$ cat src/rtl/tomasulo_pkg.sv
// Shared Tomasulo core types and constants: ROB geometry, entry layout and
// the 1..DEPTH tag wrap helper.
package tomasulo_pkg;

  localparam int unsigned ROB_DEPTH = 8;
  localparam int unsigned TAG_W     = 6;
  localparam int unsigned DATA_W    = 6;
  localparam int unsigned REG_W     = 4;
  localparam int unsigned NUM_REGS  = 10;
  localparam int unsigned IDX_W     = $clog2(ROB_DEPTH);

  typedef logic [TAG_W-1:0] rob_tag_t;

  typedef struct packed {
    logic              busy;
    logic              ready;
    logic [REG_W-1:0]  dest;
    logic [DATA_W-1:0] value;
  } rob_entry_t;

  function automatic rob_tag_t next_ptr(input rob_tag_t p);
    return (p == rob_tag_t'(ROB_DEPTH)) ? rob_tag_t'(1) : p + rob_tag_t'(1);
  endfunction

  // Tags run 1..DEPTH; the low bits give a storage slot, with tag DEPTH landing in slot 0.
  function automatic logic [IDX_W-1:0] slot_of(input rob_tag_t t);
    return t[IDX_W-1:0];
  endfunction

endpackage

$ cat src/rtl/rob_wrap_ptr.sv
// 1..DEPTH wrapping pointer used for the ROB head and tail.
module rob_wrap_ptr
  import tomasulo_pkg::*;
(
  input  logic     clk1,
  input  logic     rst,
  input  logic     advance,
  output rob_tag_t ptr
);

  always_ff @(posedge clk1) begin
    if (rst)
      ptr <= rob_tag_t'(1);
    else if (advance)
      ptr <= next_ptr(ptr);
  end

endmodule

$ cat src/rtl/rob_commit.sv
// 8-entry reorder buffer: in-order allocation, CDB result capture and
// in-order retirement of one ready head entry per cycle.
module rob_commit
  import tomasulo_pkg::*;
(
  input  logic              clk1,
  input  logic              rst,
  input  logic              alloc_valid,
  input  logic [REG_W-1:0]  alloc_dest,
  output logic              alloc_ready,
  output rob_tag_t          alloc_tag,
  input  logic              cdb_valid,
  input  rob_tag_t          cdb_tag,
  input  logic [DATA_W-1:0] cdb_value,
  output logic              commit_valid,
  output logic              commit_we,
  output logic [REG_W-1:0]  commit_dest,
  output logic [DATA_W-1:0] commit_value,
  output rob_tag_t          commit_tag,
  output logic [3:0]        count,
  output logic              empty,
  output logic              full
);

  rob_entry_t entries [ROB_DEPTH];
  rob_tag_t   head;
  rob_tag_t   tail;
  rob_entry_t head_e;
  rob_entry_t cdb_e;
  logic       alloc_fire;
  logic       commit_fire;
  logic       cdb_fire;

  rob_wrap_ptr u_head (
    .clk1    (clk1),
    .rst     (rst),
    .advance (commit_fire),
    .ptr     (head)
  );

  rob_wrap_ptr u_tail (
    .clk1    (clk1),
    .rst     (rst),
    .advance (alloc_fire),
    .ptr     (tail)
  );

  always_comb begin
    full        = (count == 4'(ROB_DEPTH));
    empty       = (count == '0);
    alloc_ready = !full;
    alloc_tag   = tail;
    alloc_fire  = alloc_valid && !full;
    head_e      = entries[slot_of(head)];
    commit_fire = head_e.busy && head_e.ready;
    cdb_e       = entries[slot_of(cdb_tag)];
    cdb_fire    = cdb_valid && (cdb_tag != '0) && (cdb_tag <= rob_tag_t'(ROB_DEPTH))
                  && cdb_e.busy && !cdb_e.ready;
  end

  // Commit only touches a ready head, CDB only a busy non-ready entry and
  // allocation only a free slot, so the three updates never collide.
  always_ff @(posedge clk1) begin
    if (rst) begin
      entries      <= '{default: '0};
      count        <= '0;
      commit_valid <= 1'b0;
      commit_we    <= 1'b0;
      commit_dest  <= '0;
      commit_value <= '0;
      commit_tag   <= '0;
    end else begin
      commit_valid <= commit_fire;
      commit_we    <= commit_fire && (head_e.dest != '0)
                      && (head_e.dest <= REG_W'(NUM_REGS));
      if (commit_fire) begin
        commit_dest                  <= head_e.dest;
        commit_value                 <= head_e.value;
        commit_tag                   <= head;
        entries[slot_of(head)].busy  <= 1'b0;
        entries[slot_of(head)].ready <= 1'b0;
      end
      if (cdb_fire) begin
        entries[slot_of(cdb_tag)].value <= cdb_value;
        entries[slot_of(cdb_tag)].ready <= 1'b1;
      end
      if (alloc_fire) begin
        entries[slot_of(tail)].busy  <= 1'b1;
        entries[slot_of(tail)].ready <= 1'b0;
        entries[slot_of(tail)].dest  <= alloc_dest;
      end
      count <= count + 4'(alloc_fire) - 4'(commit_fire);
    end
  end

endmodule

$ cat config.mk
export PLATFORM = sky130hd
export DESIGN_NAME = rob_commit
export DESIGN_NICKNAME = d
export VERILOG_FILES = /design/src/rtl/tomasulo_pkg.sv /design/src/rtl/rob_wrap_ptr.sv /design/src/rtl/rob_commit.sv
export SDC_FILE = /design/constraint.sdc
export NUM_CORES = 1
export LEC_CHECK = 0
export ABC_AREA = 1
export BUFFER_PORTS_ARGS = -buffer_cell sky130_fd_sc_hd__buf_2
export CAP_MARGIN = 20
export CORE_AREA = 2 2 123 125
export DETAILED_ROUTE_END_ITERATION = 10
export DIE_AREA = 0 0 125 127
export GPL_TIMING_DRIVEN = 0
export PLACE_DENSITY = 0.61
export REMOVE_ABC_BUFFERS = 1
export SETUP_SLACK_MARGIN = 0.05
export SLEW_MARGIN = 0
export SYNTH_ARGS = -nofsm -noshare
export SYNTH_HDL_FRONTEND = slang
export SYNTH_SLANG_ARGS = --single-unit
$ cat constraint.sdc
create_clock -name clk1 -period 2.8 [get_ports clk1]
set_input_delay 0.28 -clock clk1 [delete_from_list [all_inputs] [get_ports clk1]]
set_output_delay 0.28 -clock clk1 [all_outputs]
set_load 0.005 [all_outputs]
Word level (Yosys, flattened, before mapping):

Index checks and enable logic that the tools add are counted.

* $lt $le $gt $ge: 8
* bitwise logic cells: 3
* add/sub/neg operators: 4
* mux-type cells: 34
* reduce and logical (&&, ||, !) cells: 16
* eq/ne operators: 3

Operator list (count)
* 96-bit bitwise mux: 7
* 96-bit two-way mux: 5
* 12-bit demux with 3-bit select: 7
* 12-bit binary-select mux with 3-bit select: 2
* 12-bit two-way mux: 6
* 11-bit two-way mux: 3
* 6-bit two-way mux: 3
* 6-bit by 1-bit adder with 6-bit output (second input constant): 2
* 6-bit by 4-bit equality test with 1-bit output (second input constant): 2
* 4-bit >= comparator (second input constant): 3
* 4-bit by 1-bit < comparator with 1-bit output (second input constant): 3
* 3-bit inverter with 4-bit output: 3
* 1-bit logical AND: 11
* 10-bit two-way mux: 1
* 6-bit by 4-bit less-or-equal comparator with 1-bit output (second input constant): 1
* 6-bit nonzero test: 1
* 4-bit by 1-bit adder with 4-bit output: 1
* 4-bit equality test (second input constant): 1
* 4-bit less-or-equal comparator (second input constant): 1
* 4-bit logical NOT: 1
* 4-bit nonzero test: 1
* 4-bit by 1-bit subtractor with 4-bit output: 1
* 1-bit logical NOT: 2

* register bits after elaboration: 130
* word-level logic and storage cells: 108
* input bits: 20
* output and inout bits: 31

Depth between registers and ports, before layout:

* depth after elaboration: 17
* gate-level depth with buffers: 18
* depth with buffers taken out: 16

Modules after synthesis:

From an unflattened synthesis, not the netlist that was laid out.

* cell total of the unflattened synthesis: 1043
* area total of the unflattened synthesis: 6756.5 µm²

Modules (own cells, without submodules)
* rob_commit: sequential area each 2362.3 µm², instances 1, cells each 947, area each 6120.9 µm²
* rob_wrap_ptr: sequential area each 120.1 µm², instances 2, cells each 48, area each 317.8 µm²

Worst setup path before layout:

Ideal clock, no wire load.

* path kind: register -> register
* from: register u_head.ptr[0]
* to: register count[2]
* slack: 0.484 ns
* arrival: 2.189 ns
* data required time: 2.672 ns
* library setup time: 0.128 ns
* clock period less this slack: 2.316 ns
* path buffers: 3
* stages on the path, launching flop included: 16
* cell sequence: dfxtp_1 -> buf_4 -> buf_2 -> nand3_1 -> nand2_1 -> nor2_1 -> nand2_1 -> nand2_1 -> inv_1 -> buf_2 -> ha_1 -> inv_1 -> ha_1 -> fa_1 -> xnor2_1 -> nor2_1

* word-level cells in the longest chain between the ends: 6

Ends and longest elaborated chain
* start, declared: line rob_wrap_ptr.sv:8 `output rob_tag_t ptr`
* start signal, assigned: line rob_wrap_ptr.sv:13 `ptr <= rob_tag_t'(1);`
* start signal, assigned: line rob_wrap_ptr.sv:15 `ptr <= next_ptr(ptr);`
* 3-bit inverter with 4-bit output (not written as such): line rob_commit.sv:54 `head_e = entries[slot_of(head)];`
* 12-bit binary-select mux with 3-bit select: line rob_commit.sv:54
* 12-bit two-way mux (not written as such) (2 in series): line rob_commit.sv:54
* 1-bit logical AND: line rob_commit.sv:55 `commit_fire = head_e.busy && head_e.ready;`
* via commit_fire: line rob_commit.sv:31 `logic commit_fire;`
* 4-bit by 1-bit subtractor with 4-bit output: line rob_commit.sv:92 `count <= count + 4'(alloc_fire) - 4'(commit_fire);`
* end signal, assigned: line rob_commit.sv:92
* end, declared: line rob_commit.sv:20 `output logic [3:0] count,`

The timed path passes the listed nets, and every way through them passes these cells. The select of a mux whose other input is x is not followed.
A chain may end at the register's enable or synchronous reset.

Final worst setup path:

* from: register u_head.ptr[0]
* to: register count[2]

* word-level cells in the longest chain between the ends: 6

Ends and longest elaborated chain (line)
* 3-bit inverter with 4-bit output (not written as such): rob_commit.sv:54
* 12-bit binary-select mux with 3-bit select: rob_commit.sv:54
* 12-bit two-way mux (not written as such) (2 in series): rob_commit.sv:54
* 1-bit logical AND: rob_commit.sv:55
* 4-bit by 1-bit subtractor with 4-bit output: rob_commit.sv:92

Every way passes these cells. The select of a mux whose other input is x is not followed.

==> flow_summary.ini <==
[synthesis]
async_flop_share_pct = 0
synth_area_mm2 = 0.006480
synth_top_cell_by_area = dfxtp_1
synth_xor_area_share_pct = 0.5406
synth-edff-count = 0
ys_top_cells_by_area = dfxtp_1 40%, nand2_1 16%, nor2_1 13%
synth_top_family_by_area = simple AND/OR/NAND/NOR gates
ys.flop_type = dfxtp_1
yosysMostFrequentCell = nand2_1
synth-seq-cells = 130
synthMuxAreaShare_pct = 0
syn-instance-count = 1003
synth.avg_cell_area_um2 = 6.461
synth_compound_area_share_pct = 10.25
synth_warnings = 0
ys_seq_area_share_pct = 40.16
yosysUniqueCellTypes = 34
synthSimpleGateAreaFrac_pct = 36.15
yosys.area.top_type_share_pct = 40.16
synth_fa_ha_area_share_pct = 2.240
ys_top_cells_by_count = 283 x nand2_1, 216 x nor2_1, 130 x dfxtp_1

[grt]
grt_start_max_net_pins = 60
grt_pass1_wl_um = 28410
grt_pass1_vias = 5624
grt-ovfl-total = 0
antenna_found_initial = 0
grt_use_total_pct = 22.27

[route]
first_pass_iters = 5
vias = 6076
drt_iter0_drc = 418
routedWlPerCell_um = 13.83
drc = 0
drt-total-wl_um = 17130
vias_per_cell = 4.908
drt.antenna.violating_nets = 0

[sta]
clock_skew_ns = 0.007482
tns_ns = 0
max_freq_mhz = 385.6
setup_viol = 0
rsz0062_at_grt = false
finalCritPeriodShare_pct = 92.62
hold_violations = 0
tightest_slew_ns = 0.6734
finalMaxSlewViolations = 0
relSlewSlack_pct = 55.06
holdWs_ns = 0.2048
fin_crit_ns = 2.593

[placement]
portBuffers = 50
gp_congestion = 0.7903
place.detailed.hpwl_um = 10690

[finish]
multi_input_area_mm2 = 0.003237
nNetsFinal = 1075
syn_to_final_growth_pct = 15.91
regArea_mm2 = 0.002614
drive_gt1_share_pct = 11.95
antenna_cells = 0
fillerInstances = 1527

[critical_path]
required_ns = 3.10
cp_cell_sequence = buf_12 > inv_12 > nor2_1 > nand2_1 > nand2_1 > nor2_2 > nand2_4 > nand2_8 > clkinvlp_4 > ha_1 > inv_1 > ha_1 > fa_1 > xnor2_1 > nor2_1
crit_arrival_ns = 2.89
crit_path_start = u_head.ptr[0]
endpoint_kind = flop
start_kind = flop
r2r_start = u_head.ptr[0]
cp_slowest_stage_delay_ns = 0.38
cp_max_fo = 27
path_class = reg -> reg
slowest_stage = fa_1

[floorplanning]
dieArea_mm2 = 0.01588
start_util_pct = 44.93
die_x_um = 125
die_y_um = 127
num_rows = 44
num_io_pins = 51
core_area_mm2 = 0.01442

[clock_network]
cts_buffers = 17
clock_sinks = 130
clock_latency_ns = 0.42
holdBufCountCts = 0
clockBufferDepth = 2
cts.clk_slew.worst_paths_ns = 0.06
htree_num_levels = 4
cts_tree = built
cts_root_buffer = clkbuf_16

[power]
powerDensity_mw_per_mm2 = 613.1
ir_worst_vdd_uv = 414.0
p_leak_nw = 3.727

[run_status]
status = finished, final reports clean

[flow_run]
maxCapViolCount = 0

[min_path]
worstHoldPathType = in -> reg
hp-start = cdb_value[2]
power by group:
group,switching (mW),internal (mW)
Sequential,0.0513,1.92
Combinational,0.352,0.214
Clock,0.781,1.28
cell families after synthesis:
group	Yosys count
AOI/OAI and AO/OA	129
xor gates and xnor gates	4
adders and majority gates	11
buffers and inverters	161
DFF	130
and+or+nand+nor	568
what timing repair did:
item | CTS | global route
gates resized for setup | 18 | 4
pin swaps | 1 | 2
setup buffers | 7 | 8
cloned | 3 | 0
setup endpoints to repair | 32 | 3
layout make-up:
| cell class | instances | share of cell area [%] |
|---|---|---|
| multi-input cells | 713 | 43.10 |
| flip-flops and latches | 130 | 34.80 |
| inverters | 113 | 5.964 |
| repair buffers | 68 | 5.947 |
| clock buffers | 21 | 5.864 |
| well taps | 184 | 3.065 |
| clock inverters | 8 | 1.199 |
| repair inverters | 1 | 0.06663 |
critical path: cells and delay by family (launching register included):
kind	cells	cell delay (ns)
buf+inv	4	0.47
flops	1	0.35
fa+ha+maj	3	0.87
xor+xnor	1	0.16
simple gates	7	0.60
registers in the layout, summed over array words and instances (netlist names):
signal	cells
entries	96
commit_tag	6
commit_value	6
u_head.ptr	6
u_tail.ptr	6
commit_dest	4
count	4
commit_valid	1
commit_we	1
cell usage in the layout, fill, tap and decap left out, types with 5 or more instances in the layout:
cell type / n
nor3_1: 12
clkinv_2: 7
o21ai_1: 7
nand2_1: 280
ha_1: 10
o22ai_1: 8
clkbuf_16: 17
nand4_2: 8
nand3_1: 28
buf_4: 14
a21oi_1: 41
inv_1: 103
nand4_1: 5
nor2_1: 215
dfxtp_1: 127
buf_2: 50
o21ai_0: 69
routing by layer:
| metal | part of all wire (%) | vias up | global-route usage, % |
|---|---|---|---|
| li1 | - | 3186 | - |
| met1 | 46 | 2736 | 28.70 |
| met2 | 47 | 124 | 36.86 |
| met3 | 4.5 | 30 | 4.816 |
| met4 | 2.6 | 0 | 8.366 |
| met5 | 0 | - | 0 |
final timing paths:
| check | endpoint | slack, ns | cells past startpoint |
|---|---|---|---|
| min reg2reg | entries[56] | 0.45 | 2 |
| min | entries[74] | 0.20 | 3 |
| max reg2reg | count[2] | 0.21 | 15 |
| max | count[2] | 0.21 | 15 |
through the flow:
| step | std cells | power [mW] | setup WS [ns] | util, % | instance area, um^2 |
|---|---|---|---|---|---|
| floorplan | 955 | 2.373 | -1.306 | - | 6213 |
| CTS | 1230 | 4.629 | 0.05366 | 51.57 | 7438 |
| finish | 1238 | 4.605 | 0.2066 | 52.07 | 7511 |
| detailed placement | 1191 | 2.556 | -2.334 | 46.76 | 6744 |
| global route | 1238 | 4.820 | 0.04243 | 52.07 | 7511 |
| global placement | 1189 | 2.551 | -3.283 | 46.41 | 6694 |
(Power assumes the default switching activity.)
